<file path="src/rtl/ldm_stm_seq_pkg.sv">
// Shared types and helpers for the load/store-multiple sequencer.
//  - state_e     : sequencer states
//  - amode_e     : ARM addressing mode (IA/IB/DA/DB) from up/pre bits
//  - mode_t      : per-operation flags latched at start
//  - popcount16  : number of registers in a 16-bit list
package ldm_stm_seq_pkg;

   localparam int unsigned LIST_W     = 16;
   localparam int unsigned IDX_W      = 4;
   localparam int unsigned CNT_W      = 5;
   localparam int unsigned WORD_BYTES = 4;

   typedef enum logic [1:0] {
      S_IDLE = 2'd0,
      S_XFER = 2'd1,
      S_WB   = 2'd2,
      S_DONE = 2'd3
   } state_e;

   typedef enum logic [1:0] {
      AM_IA = 2'd0,
      AM_IB = 2'd1,
      AM_DA = 2'd2,
      AM_DB = 2'd3
   } amode_e;

   typedef struct packed {
      logic is_load;
      logic up;
      logic pre;
      logic wback;
   } mode_t;

   // Number of set bits in a register list (0..16).
   function automatic logic [CNT_W-1:0] popcount16(input logic [LIST_W-1:0] v);
      logic [CNT_W-1:0] c;
      c = '0;
      for (int i = 0; i < int'(LIST_W); i++) begin
         c = c + CNT_W'(v[i]);
      end
      return c;
   endfunction

   // up/pre pair to addressing mode.
   function automatic amode_e decode_amode(input logic up, input logic pre);
      amode_e m;
      case ({up, pre})
         2'b10:   m = AM_IA;
         2'b11:   m = AM_IB;
         2'b00:   m = AM_DA;
         default: m = AM_DB;
      endcase
      return m;
   endfunction

endpackage

</file>
<file path="src/rtl/ldm_stm_seq_prio_enc16.sv">
// Lowest-set-bit encoder for the pending register mask.
//  mask  in  16  pending registers
//  idx   out 4   index of lowest set bit (0 when mask is empty)
//  valid out 1   mask has at least one bit set
module ldm_stm_seq_prio_enc16
   import ldm_stm_seq_pkg::*;
(
   input  logic [LIST_W-1:0] mask,
   output logic [IDX_W-1:0]  idx,
   output logic              valid
);

   // Scan high-to-low so the lowest set bit is the last one to win.
   always_comb begin
      idx   = '0;
      valid = 1'b0;
      for (int i = int'(LIST_W) - 1; i >= 0; i--) begin
         if (mask[i]) begin
            idx   = IDX_W'(i);
            valid = 1'b1;
         end
      end
   end

endmodule

</file>
<file path="src/rtl/ldm_stm_seq.sv">
// Load/store-multiple sequencer (ARM LDM/STM).
// Walks reg_list lowest-first, one memory handshake per register, then
// optionally writes the final address back to the base register.
//  clk, rst_n                      clock, async active-low reset
//  start, is_load, up, pre, wback  request and mode (sampled in IDLE only)
//  base_reg, base_addr, reg_list   Rn index, Rn value, transfer list
//  rf_read_addr / rf_read_data     reg_file read port (STM source data)
//  rf_wr_en / rf_write_addr/_data  reg_file write port (LDM data, writeback)
//  mem_req/we/addr/wdata/rdata/ack memory handshake, ack completes same cycle
//  busy, done                      status; done is a one-cycle pulse
module ldm_stm_seq
   import ldm_stm_seq_pkg::*;
#(
   parameter int unsigned DATA_W = 32,
   parameter int unsigned NREGS  = 16
)
(
   input  logic                     clk,
   input  logic                     rst_n,
   input  logic                     start,
   input  logic                     is_load,
   input  logic                     up,
   input  logic                     pre,
   input  logic                     wback,
   input  logic [IDX_W-1:0]         base_reg,
   input  logic [DATA_W-1:0]        base_addr,
   input  logic [NREGS-1:0]         reg_list,
   output logic [IDX_W-1:0]         rf_read_addr,
   input  logic [DATA_W-1:0]        rf_read_data,
   output logic                     rf_wr_en,
   output logic [IDX_W-1:0]         rf_write_addr,
   output logic [DATA_W-1:0]        rf_write_data,
   output logic                     mem_req,
   output logic                     mem_we,
   output logic [DATA_W-1:0]        mem_addr,
   output logic [DATA_W-1:0]        mem_wdata,
   input  logic [DATA_W-1:0]        mem_rdata,
   input  logic                     mem_ack,
   output logic                     busy,
   output logic                     done
);

   state_e            state_q, state_d;
   mode_t             mode_q, mode_d;
   logic [IDX_W-1:0]  base_reg_q, base_reg_d;
   logic [NREGS-1:0]  list_q, list_d;
   logic [NREGS-1:0]  mask_q, mask_d;
   logic [DATA_W-1:0] addr_q, addr_d;
   logic [DATA_W-1:0] final_q, final_d;
   logic              busy_q, busy_d;
   logic              done_q, done_d;

   logic [IDX_W-1:0]  cur_idx;
   logic              cur_valid;
   logic              wb_needed;

   logic [DATA_W-1:0] base_al;
   logic [DATA_W-1:0] span;
   logic [DATA_W-1:0] start_addr;
   logic [DATA_W-1:0] final_addr;
   logic              base_lo_unused;

   // Word alignment drops the byte-offset bits of the base.
   assign base_lo_unused = ^base_addr[1:0];

   ldm_stm_seq_prio_enc16 u_enc (
      .mask  (mask_q),
      .idx   (cur_idx),
      .valid (cur_valid)
   );

   // First transfer address and final (writeback) address from the request.
   always_comb begin
      base_al = {base_addr[DATA_W-1:2], 2'b00};
      span    = DATA_W'(popcount16(reg_list)) << 2;
      case (decode_amode(up, pre))
         AM_IA:   start_addr = base_al;
         AM_IB:   start_addr = base_al + DATA_W'(WORD_BYTES);
         AM_DA:   start_addr = base_al - span + DATA_W'(WORD_BYTES);
         default: start_addr = base_al - span;
      endcase
      final_addr = up ? (base_al + span) : (base_al - span);
   end

   // A loaded base register keeps the loaded value, so writeback is dropped.
   assign wb_needed = mode_q.wback && !(mode_q.is_load && list_q[base_reg_q]);

   // Next-state and handshake outputs.
   always_comb begin
      state_d       = state_q;
      mode_d        = mode_q;
      base_reg_d    = base_reg_q;
      list_d        = list_q;
      mask_d        = mask_q;
      addr_d        = addr_q;
      final_d       = final_q;
      rf_read_addr  = '0;
      rf_wr_en      = 1'b0;
      rf_write_addr = '0;
      rf_write_data = '0;
      mem_req       = 1'b0;
      mem_we        = 1'b0;
      mem_addr      = '0;
      mem_wdata     = '0;

      case (state_q)
         S_IDLE: begin
            if (start) begin
               mode_d     = '{is_load: is_load, up: up, pre: pre, wback: wback};
               base_reg_d = base_reg;
               list_d     = reg_list;
               mask_d     = reg_list;
               addr_d     = start_addr;
               final_d    = final_addr;
               state_d    = (reg_list == '0) ? S_DONE : S_XFER;
            end
         end

         S_XFER: begin
            if (cur_valid) begin
               mem_req  = 1'b1;
               mem_we   = ~mode_q.is_load;
               mem_addr = addr_q;
               if (!mode_q.is_load) begin
                  rf_read_addr = cur_idx;
                  mem_wdata    = rf_read_data;
               end
               if (mem_ack) begin
                  if (mode_q.is_load) begin
                     rf_wr_en      = 1'b1;
                     rf_write_addr = cur_idx;
                     rf_write_data = mem_rdata;
                  end
                  mask_d = mask_q & ~(NREGS'(1) << cur_idx);
                  addr_d = addr_q + DATA_W'(WORD_BYTES);
               end
            end else begin
               // Drain cycle after the last beat: no request, decide writeback.
               state_d = wb_needed ? S_WB : S_DONE;
            end
         end

         S_WB: begin
            rf_wr_en      = 1'b1;
            rf_write_addr = base_reg_q;
            rf_write_data = final_q;
            state_d       = S_DONE;
         end

         S_DONE: begin
            state_d = S_IDLE;
         end

         default: begin
            state_d = S_IDLE;
         end
      endcase

      busy_d = (state_d != S_IDLE);
      done_d = (state_d == S_DONE);
   end

   // State and context registers.
   always_ff @(posedge clk or negedge rst_n) begin
      if (!rst_n) begin
         state_q    <= S_IDLE;
         mode_q     <= '0;
         base_reg_q <= '0;
         list_q     <= '0;
         mask_q     <= '0;
         addr_q     <= '0;
         final_q    <= '0;
         busy_q     <= 1'b0;
         done_q     <= 1'b0;
      end else begin
         state_q    <= state_d;
         mode_q     <= mode_d;
         base_reg_q <= base_reg_d;
         list_q     <= list_d;
         mask_q     <= mask_d;
         addr_q     <= addr_d;
         final_q    <= final_d;
         busy_q     <= busy_d;
         done_q     <= done_d;
      end
   end

   assign busy = busy_q;
   assign done = done_q;

endmodule

</file>
<file path="config.mk">
export PLATFORM = sky130hd
export DESIGN_NAME = ldm_stm_seq
export DESIGN_NICKNAME = d
export VERILOG_FILES = /design/src/rtl/ldm_stm_seq_pkg.sv /design/src/rtl/ldm_stm_seq_prio_enc16.sv /design/src/rtl/ldm_stm_seq.sv
export SDC_FILE = /design/constraint.sdc
export NUM_CORES = 1
export LEC_CHECK = 0
export CORE_ASPECT_RATIO = 1.4
export CORE_MARGIN = 2
export CORE_UTILIZATION = 55
export DETAILED_ROUTE_END_ITERATION = 8
export MAX_ROUTING_LAYER = met4
export PLACE_DENSITY_LB_ADDON = 0.12
export RECOVER_POWER = 100
export SKIP_LAST_GASP = 1
export SLEW_MARGIN = 10
export SYNTH_ARGS = -nofsm -noshare
export SYNTH_HDL_FRONTEND = slang
export SYNTH_HIERARCHICAL = 1
export SYNTH_SLANG_ARGS = --single-unit
</file>
<file path="constraint.sdc">
create_clock -name clk -period 4.09 [get_ports clk]
set_clock_uncertainty 0.05 [all_clocks]
set_input_delay 0.409 -clock clk [delete_from_list [all_inputs] [get_ports clk]]
set_output_delay 0.409 -clock clk [all_outputs]
set_load 0.01 [all_outputs]
</file>
==> flow_metrics.env, run 1 <==
export IMPL_synth_area_um2=9760
export IMPL_syn_area_per_cell_um2=7.54
export IMPL_cts_sinks=102
export IMPL_synth_top_area_share=0.262
export IMPL_synth_cell_types=75
export IMPL_gp_routability_congestion=1.06
export IMPL_grt_overflow=95
export IMPL_htree_num_levels=3
export IMPL_numCtsBuffers=9
export IMPL_synth_common_cells="171 x nand2_1, 126 x o21ai_0, 102 x dfrtp_1"
export IMPL_synth_edff_count=0
export IMPL_yosysSeqAreaShare=0.262
export IMPL_outcome="stopped before the end"
export IMPL_die_h_um=162
export IMPL_portBuffers=228
export IMPL_rows=57
export IMPL_yosysMostFrequentCell="nand2_1"
export IMPL_grt_max_degree=57
export IMPL_dp_hpwl_um=32700
export IMPL_syn_inst=1294
export IMPL_stop_stage="global routing"
export IMPL_async_flop_share=1.00
export IMPL_synth_warnings=6
export IMPL_yosysTopAreaCell="dfrtp_1"
export IMPL_synth_area_leaders="dfrtp_1 26%, nand2_1 6.6%, o21ai_0 6.5%"
export IMPL_error_line="[ERROR GRT-0232] Routing congestion too high. Check the congestion heatmap in the GUI."
export IMPL_start_util=0.561
export IMPL_dpl_cell_area_um2=13800
export IMPL_grt_use_total=0.688
export IMPL_io_pins=233
export IMPL_ys_flop_type="dfrtp_1"
export IMPL_ys_ff_latch=102
export IMPL_clk_path_buf_depth=2
export IMPL_root_buffer="clkbuf_16"
export IMPL_dieWidth_um=117
cell families after synthesis:
logic type / synth area share
AND/OR/NAND/NOR: 0.270
AO/OA/AOI/OAI: 0.250
buffers and inverters: 0.0595
flip-flops: 0.262
XOR/XNOR: 0.0718
adder cells (fa/ha/maj): 0.0567
multiplexers: 0.0303
other: 0.000384
metrics by stage:
step | cells | worst slack (ps) | setup TNS [ps]
4_1_cts | 1916 | -1910 | -84370
3_5_place_dp | 1883 | -3170 | -148210
3_3_place_gp | 1883 | -3030 | -140590
2_1_floorplan | 1295 | -2320 | -78200
metal layers:
| metal | global-route usage | GRT overflow |
|---|---|---|
| met1 | 0.665 | 0 |
| met2 | 0.890 | 53 |
| met3 | 0.449 | 0 |
| met4 | 0.668 | 42 |
| met5 | - | - |
repair_timing:
| item | 4_1_cts |
|---|---|
| setup buffers | 21 |
| endpoints found under the hold margin | 36 |
| pin swaps | 78 |
| resized for setup | 192 |
| endpoints found under the setup margin | 60 |
| hold buffers | 1 |
==> run 2: changes to the inputs <==
--- a/config.mk
+++ b/config.mk
@@ -5,12 +5,10 @@
 export SDC_FILE = /design/constraint.sdc
 export NUM_CORES = 1
 export LEC_CHECK = 0
-export CORE_ASPECT_RATIO = 1.4
 export CORE_MARGIN = 2
-export CORE_UTILIZATION = 55
+export CORE_UTILIZATION = 40
 export DETAILED_ROUTE_END_ITERATION = 8
-export MAX_ROUTING_LAYER = met4
-export PLACE_DENSITY_LB_ADDON = 0.12
+export PLACE_DENSITY_LB_ADDON = 0.15
 export RECOVER_POWER = 100
 export SKIP_LAST_GASP = 1
 export SLEW_MARGIN = 10
==> flow_metrics.env, run 2 <==
export IMPL_outcome="complete, but fails checks"
export IMPL_violations="max-capacitance violations, max-slew violations, negative setup slack"
export IMPL_final_hold_viol_count=0
export IMPL_start_kind="primary input"
export IMPL_worstPathRequired_ps=4270
export IMPL_rows=57
export IMPL_numCtsBuffers=9
export IMPL_synth_warnings=6
export IMPL_final_common_cell="buf_4"
export IMPL_synth_top_area_share=0.262
export IMPL_gp_routability_congestion=0.955
export IMPL_synth_edff_count=0
export IMPL_cts_tree="done"
export IMPL_tightest_slew_ps=2020
export IMPL_relSlewSlack=-0.346
export IMPL_post_place_ws_ps=-3200
export IMPL_clock_latency_ps=370
export IMPL_period_share=1.50
export IMPL_rrSetupSlack_ps=-180
export IMPL_cts_sinks=102
export IMPL_drv_slew=106
export IMPL_multiInputGateArea_um2=7800
export IMPL_synthSimpleGateAreaFrac=0.270
export IMPL_syn_inst=1294
export IMPL_critPathCaptureType="register"
export IMPL_vias=11700
export IMPL_grt_use_total=0.309
export IMPL_yosys_area_share_xor_xnor=0.0718
export IMPL_start_util=0.405
export IMPL_power_density_nw_per_um2=612
export IMPL_dr_pass1_iters=8
export IMPL_worst_r2r_cell_count=9
export IMPL_area_delta_synth_final_pct=60.0
export IMPL_drive_above_1_share=0.281
export IMPL_grt_pass1_wl_um=63100
export IMPL_wl_met2_um=19600
export IMPL_io_pins=233
export IMPL_die_area_um2=25700
export IMPL_root_buffer="clkbuf_16"
export IMPL_wl_met3_um=3300
export IMPL_period_needed_ps=6140
export IMPL_fin_util=0.648
export IMPL_drc=0
export IMPL_ys_ff_latch=102
export IMPL_clk_path_buf_depth=2
export IMPL_viasPerCell=5.77
export IMPL_ant_nets=0
export IMPL_portBuffers=228
export IMPL_min_from="reg_list[15]"
export IMPL_power_total_mw=9.56
export IMPL_crit_type="in2reg"
export IMPL_met1_length_um=16500
export IMPL_rsz0062_at_grt="true"
export IMPL_synth_area_um2=9760
export IMPL_yosysSeqAreaShare=0.262
export IMPL_grt_pass1_vias=11400
export IMPL_syn_area_per_cell_um2=7.54
export IMPL_r2r_end="addr_q[17]"
export IMPL_peakVddDrop_mv=0.441
export IMPL_arrival_ps=6310
export IMPL_largestRegisters="addr_q: 30 flops, final_q: 30 flops"
export IMPL_hold_path_class="in2reg"
export IMPL_reg2reg_from="state_q[1]"
export IMPL_path_max_fanout=6
export IMPL_dp_cells=1967
export IMPL_die_h_um=160
export IMPL_async_flop_share=1.00
export IMPL_finalNetCount=1855
export IMPL_dieWidth_um=160
export IMPL_layout_common_cells="206 x buf_4, 173 x clkdlybuf4s50_1, 162 x nand2_1"
export IMPL_htree_num_levels=3
export IMPL_synth_area_leaders="dfrtp_1 26%, nand2_1 6.6%, o21ai_0 6.5%"
export IMPL_dp_hpwl_um=30700
export IMPL_diodes=0
export IMPL_p_leak_nw=6.53
export IMPL_wire_per_inst_um=20.1
export IMPL_grt_overflow=0
export IMPL_top_layer_used="met4"
export IMPL_path_clk_slew_ps=90
export IMPL_finalSetupTns_ps=-85940
export IMPL_grt_max_degree=55
export IMPL_synth_common_cells="171 x nand2_1, 126 x o21ai_0, 102 x dfrtp_1"
export IMPL_synth_adder_area_share=0.0567
export IMPL_yosysTopAreaCell="dfrtp_1"
export IMPL_antenna_found_initial=0
export IMPL_fin_ws_ps=-2050
export IMPL_routed_wl_um=40700
export IMPL_setup_viol=59
export IMPL_holdPathEnd="list_q[15]"
export IMPL_core_area_um2=24100
export IMPL_seqCellArea_um2=2550
export IMPL_fillers=2079
export IMPL_hold_path_depth=4
export IMPL_instances_no_fill=2023
export IMPL_yosysMostFrequentCell="nand2_1"
export IMPL_drt_iter0_drc=880
export IMPL_ys_flop_type="dfrtp_1"
export IMPL_synth_compound_area_frac=0.250
export IMPL_synth_top_family_by_area="simple AND/OR/NAND/NOR gates"
export IMPL_synth_cell_types=75
export IMPL_maxCapViolCount=3
export IMPL_synth_area_mux_share=0.0303
export IMPL_fmax_ghz=0.163
[run 2: cell counts after synthesis]
No cell type changed its count.
[run 2: area by class of cell]
type	count	area share
inverter	55	0.0142
clock buffer	9	0.0144
tap	324	0.0260
sequential	102	0.163
multi-input combinational	1045	0.500
timing repair buffer	481	0.276
clock inverter	7	0.00609
[run 2: power breakdown]
part           internal, mW  switching (mW)
sequential             1.49           0.500
clock                 0.497           0.470
combinational          3.25            3.35
[run 2: how the worst max path moves through the flow]
stage,from,to,slack (ps),cells after the start
6_report,reg_list[9],addr_q[22],-2050,19
5_1_grt,reg_list[9],addr_q[22],-2200,20
4_1_cts,reg_list[9],addr_q[22],-1950,20
3_5_place_dp,reg_list[15],addr_q[22],-3200,21
3_3_place_gp,reg_list[15],addr_q[22],-3150,21
2_1_floorplan,reg_list[15],addr_q[22],-2320,20
[run 2: cell families after synthesis]
kind of cell | count (synthesis)
AO/OA/AOI/OAI | 378
multiplexers | 22
AND/OR/NAND/NOR | 526
adder cells (fa/ha/maj) | 37
XOR/XNOR | 80
buffers and inverters | 148
other | 1
flip-flops | 102
[run 2: critical path, stage by stage]
cell and delay (ps):
buf_8 80, inv_4 30, fa_1 510, fa_2 580, fa_2 440, fa_1 500
inv_1 50, ha_2 200, fa_2 610, ha_4 230, or2_4 250, a2111oi_4 500
o21ai_2 140, a222oi_1 460, nand4_1 190, or3_4 410, or4_1 510, a31oi_1 150
a211oi_1 60
[run 2: timing repair]
item	CTS	global route
endpoints found under the hold margin	34	0
hold buffers	1	0
buffers inserted	29	31
pin swaps	93	74
gates resized for setup	210	108
endpoints found under the setup margin	59	59
[run 2: metrics by stage]
stage / hold slack, ps / area, um2
after CTS: 345 / 15000
after floorplan: 63.4 / 9930
after global placement: 350 / 13900
after global routing: 362 / 15600
final: 353 / 15600
after detailed placement: 353 / 13900
[run 2: metal layers]
layer  track usage  vias to the layer above
met5             0                        -
met4        0.0950                        0
met3        0.0626                       91
met2         0.534                      548
met1         0.389                     5566
li1              -                     5466
Note: power is estimated with default switching activity, not from simulation.
==> run 3: changes to the inputs <==
--- a/config.mk
+++ b/config.mk
@@ -5,13 +5,13 @@
 export SDC_FILE = /design/constraint.sdc
 export NUM_CORES = 1
 export LEC_CHECK = 0
-export CORE_MARGIN = 2
 export CORE_UTILIZATION = 40
+export CTS_CLUSTER_DIAMETER = 120
 export DETAILED_ROUTE_END_ITERATION = 8
 export PLACE_DENSITY_LB_ADDON = 0.15
 export RECOVER_POWER = 100
 export SKIP_LAST_GASP = 1
-export SLEW_MARGIN = 10
+export SLEW_MARGIN = 20
 export SYNTH_ARGS = -nofsm -noshare
 export SYNTH_HDL_FRONTEND = slang
 export SYNTH_HIERARCHICAL = 1
==> flow_metrics.env, run 3 (same netlist as run 2, synthesis figures left out) <==
export IMPL_outcome="complete, but fails checks"
export IMPL_cts_tree="done"
export IMPL_fin_hold_ws_ps=389
export IMPL_power_density_nw_per_um2=641
export IMPL_viasPerCell=5.76
export IMPL_fillers=2036
export IMPL_crit_family="adder cells"
export IMPL_tightest_slew_ps=3040
export IMPL_power_frac_clock=0.091
export IMPL_maxCapViolCount=2
export IMPL_drive_above_1_share=0.280
export IMPL_relSlewSlack=-1.03
export IMPL_worstPathCellList="buf_2 > inv_2 > fa_2 > fa_1 > fa_2 > fa_1 > inv_2 > ha_4 > fa_2 > ha_4 > or2_4 > a2111oi_4 > buf_4 > o21ai_2 > a222oi_1 > nand4_1 > or3_4 > buf_6 > or4_1 > nand3_1 > a31oi_1"
export IMPL_largestRegisters="addr_q: 30 flops, final_q: 30 flops"
export IMPL_path_max_fanout=4
export IMPL_post_place_ws_ps=-3200
export IMPL_drt_iter0_drc=925
export IMPL_crit_buf_inv=5
export IMPL_wl_met2_um=18900
export IMPL_dr_pass1_iters=5
export IMPL_met1_length_um=16700
export IMPL_core_area_um2=23700
export IMPL_grt_use_total=0.320
export IMPL_worstPathRequired_ps=4280
export IMPL_grt_max_degree=67
export IMPL_die_h_um=158
export IMPL_final_area_um2=15700
export IMPL_dieWidth_um=158
export IMPL_dp_hpwl_um=30600
export IMPL_crit_slowest_cell="fa_2"
export IMPL_final_hold_viol_count=0
export IMPL_drc=0
export IMPL_htree_num_levels=3
export IMPL_crit_type="in2reg"
export IMPL_wire_per_inst_um=20.0
export IMPL_top_layer_used="met4"
export IMPL_final_common_cell="buf_4"
export IMPL_arrival_ps=6330
export IMPL_intPower_mw=5.53
export IMPL_fin_util=0.661
export IMPL_routed_wl_um=40500
export IMPL_dpl_cell_area_um2=13900
export IMPL_start_util=0.412
export IMPL_hold_path_class="in2reg"
export IMPL_finalNetCount=1863
export IMPL_max_stage_delay_ps=590
export IMPL_power_frac_seq=0.198
export IMPL_cp_common_cell="fa_2"
export IMPL_violations="max-capacitance violations, max-slew violations, negative setup slack"
export IMPL_grt_pass1_wl_um=60700
export IMPL_switching_share=0.449
export IMPL_vias=11700
export IMPL_drv_slew=119
export IMPL_area_delta_synth_final_pct=60.4
export IMPL_gp_routability_congestion=0.982
export IMPL_pwr_share_comb=0.711
export IMPL_ant_nets=0
export IMPL_wl_met3_um=3250
export IMPL_portBuffers=228
export IMPL_fmax_ghz=0.163
export IMPL_clk_path_buf_depth=2
export IMPL_cts_sinks=102
export IMPL_numCtsBuffers=9
export IMPL_io_pins=233
export IMPL_root_buffer="clkbuf_16"
export IMPL_peakVddDrop_mv=0.441
export IMPL_rsz0062_at_grt="true"
export IMPL_clock_latency_ps=370
export IMPL_switchingPower_mw=4.51
export IMPL_setup_viol=95
export IMPL_cts_hold_buf=0
export IMPL_path_clk_slew_ps=80
export IMPL_p_leak_nw=6.50
export IMPL_antenna_found_initial=1
export IMPL_fin_ws_ps=-2060
export IMPL_die_area_um2=25000
export IMPL_critPathCaptureType="register"
export IMPL_rows=56
export IMPL_layout_common_cells="217 x buf_4, 185 x clkdlybuf4s50_1, 167 x nand2_1"
export IMPL_start_kind="primary input"
export IMPL_grt_pass1_vias=11100
export IMPL_period_needed_ps=6150
export IMPL_period_share=1.50
export IMPL_grt_overflow=0
run 3: worst register-to-register path, cell delays in order, from the launching register on:
cell and delay, ps:
dfrtp_1 420, nor4_1 100, and3_1 200, nand4_1 80, clkbuf_1 790, nand2_1 170
a21oi_1 380, nand2_1 320, clkbuf_1 520, a2111oi_4 510, buf_4 190, a211oi_1 40
run 3: timing repair:
action,in CTS,in global routing
gates resized for setup,195,116
endpoints found under the setup margin,59,59
pin swaps,100,70
setup buffers,25,28
run 3: final cells by class:
type | count | area (um2) | share of cell area
well taps | 319 | 399 | 0.0255
flip-flops and latches | 102 | 2550 | 0.163
clock buffers | 10 | 239 | 0.0153
diodes | 1 | 2.50 | 0.000160
inverters | 55 | 231 | 0.0148
multi-input cells | 1045 | 7780 | 0.497
clock inverters | 6 | 62.6 | 0.00400
repair buffers | 489 | 4380 | 0.280
run 3: power groups by stage:
stage          clock network [mW]  registers [mW]  logic, mW
6_report                    0.911            1.99       7.13
5_1_grt                     0.957            2.06       7.71
4_1_cts                     0.915            1.98       6.25
3_5_place_dp                    0            2.00       5.57
3_3_place_gp                    0            1.99       5.49
2_1_floorplan                   0            1.80       3.27
run 3: metrics by stage:
stage,TNS (ps),power (mW),std cells
after floorplan,-78200,5.07,1295
after global routing,-114600,10.7,2027
after global placement,-147570,7.48,1972
final,-84530,10.0,2027
after detailed placement,-151590,7.57,1972
after CTS,-80060,9.14,2007
run 3: layer usage:
layer / track usage / vias up
li1: - / 5484
met1: 0.415 / 5561
met2: 0.510 / 538
met3: 0.0558 / 91
met4: 0.161 / 0
met5: 0 / -
run 3: worst paths after layout:
path,from,endpoint,slack [ps],cells past startpoint
worst max-delay path,reg_list[13],addr_q[24],-2060,21
worst min-delay path,reg_list[1],list_q[1],390,4
worst max register to register,mask_q[10],addr_q[7],180,11
worst min register to register,list_q[14],list_q[14],430,2
max in group asynchronous,rst_n,base_reg_q[2],950,2
min in group asynchronous,rst_n,final_q[13],960,1
==> run 4: changes to the inputs <==
--- a/config.mk
+++ b/config.mk
@@ -11,7 +11,7 @@
 export PLACE_DENSITY_LB_ADDON = 0.15
 export RECOVER_POWER = 100
 export SKIP_LAST_GASP = 1
-export SLEW_MARGIN = 20
+export SLEW_MARGIN = 15
 export SYNTH_ARGS = -nofsm -noshare
 export SYNTH_HDL_FRONTEND = slang
 export SYNTH_HIERARCHICAL = 1
==> results of run 4 <==
The final DEF is identical to that of run 3; final timing and power are the same.
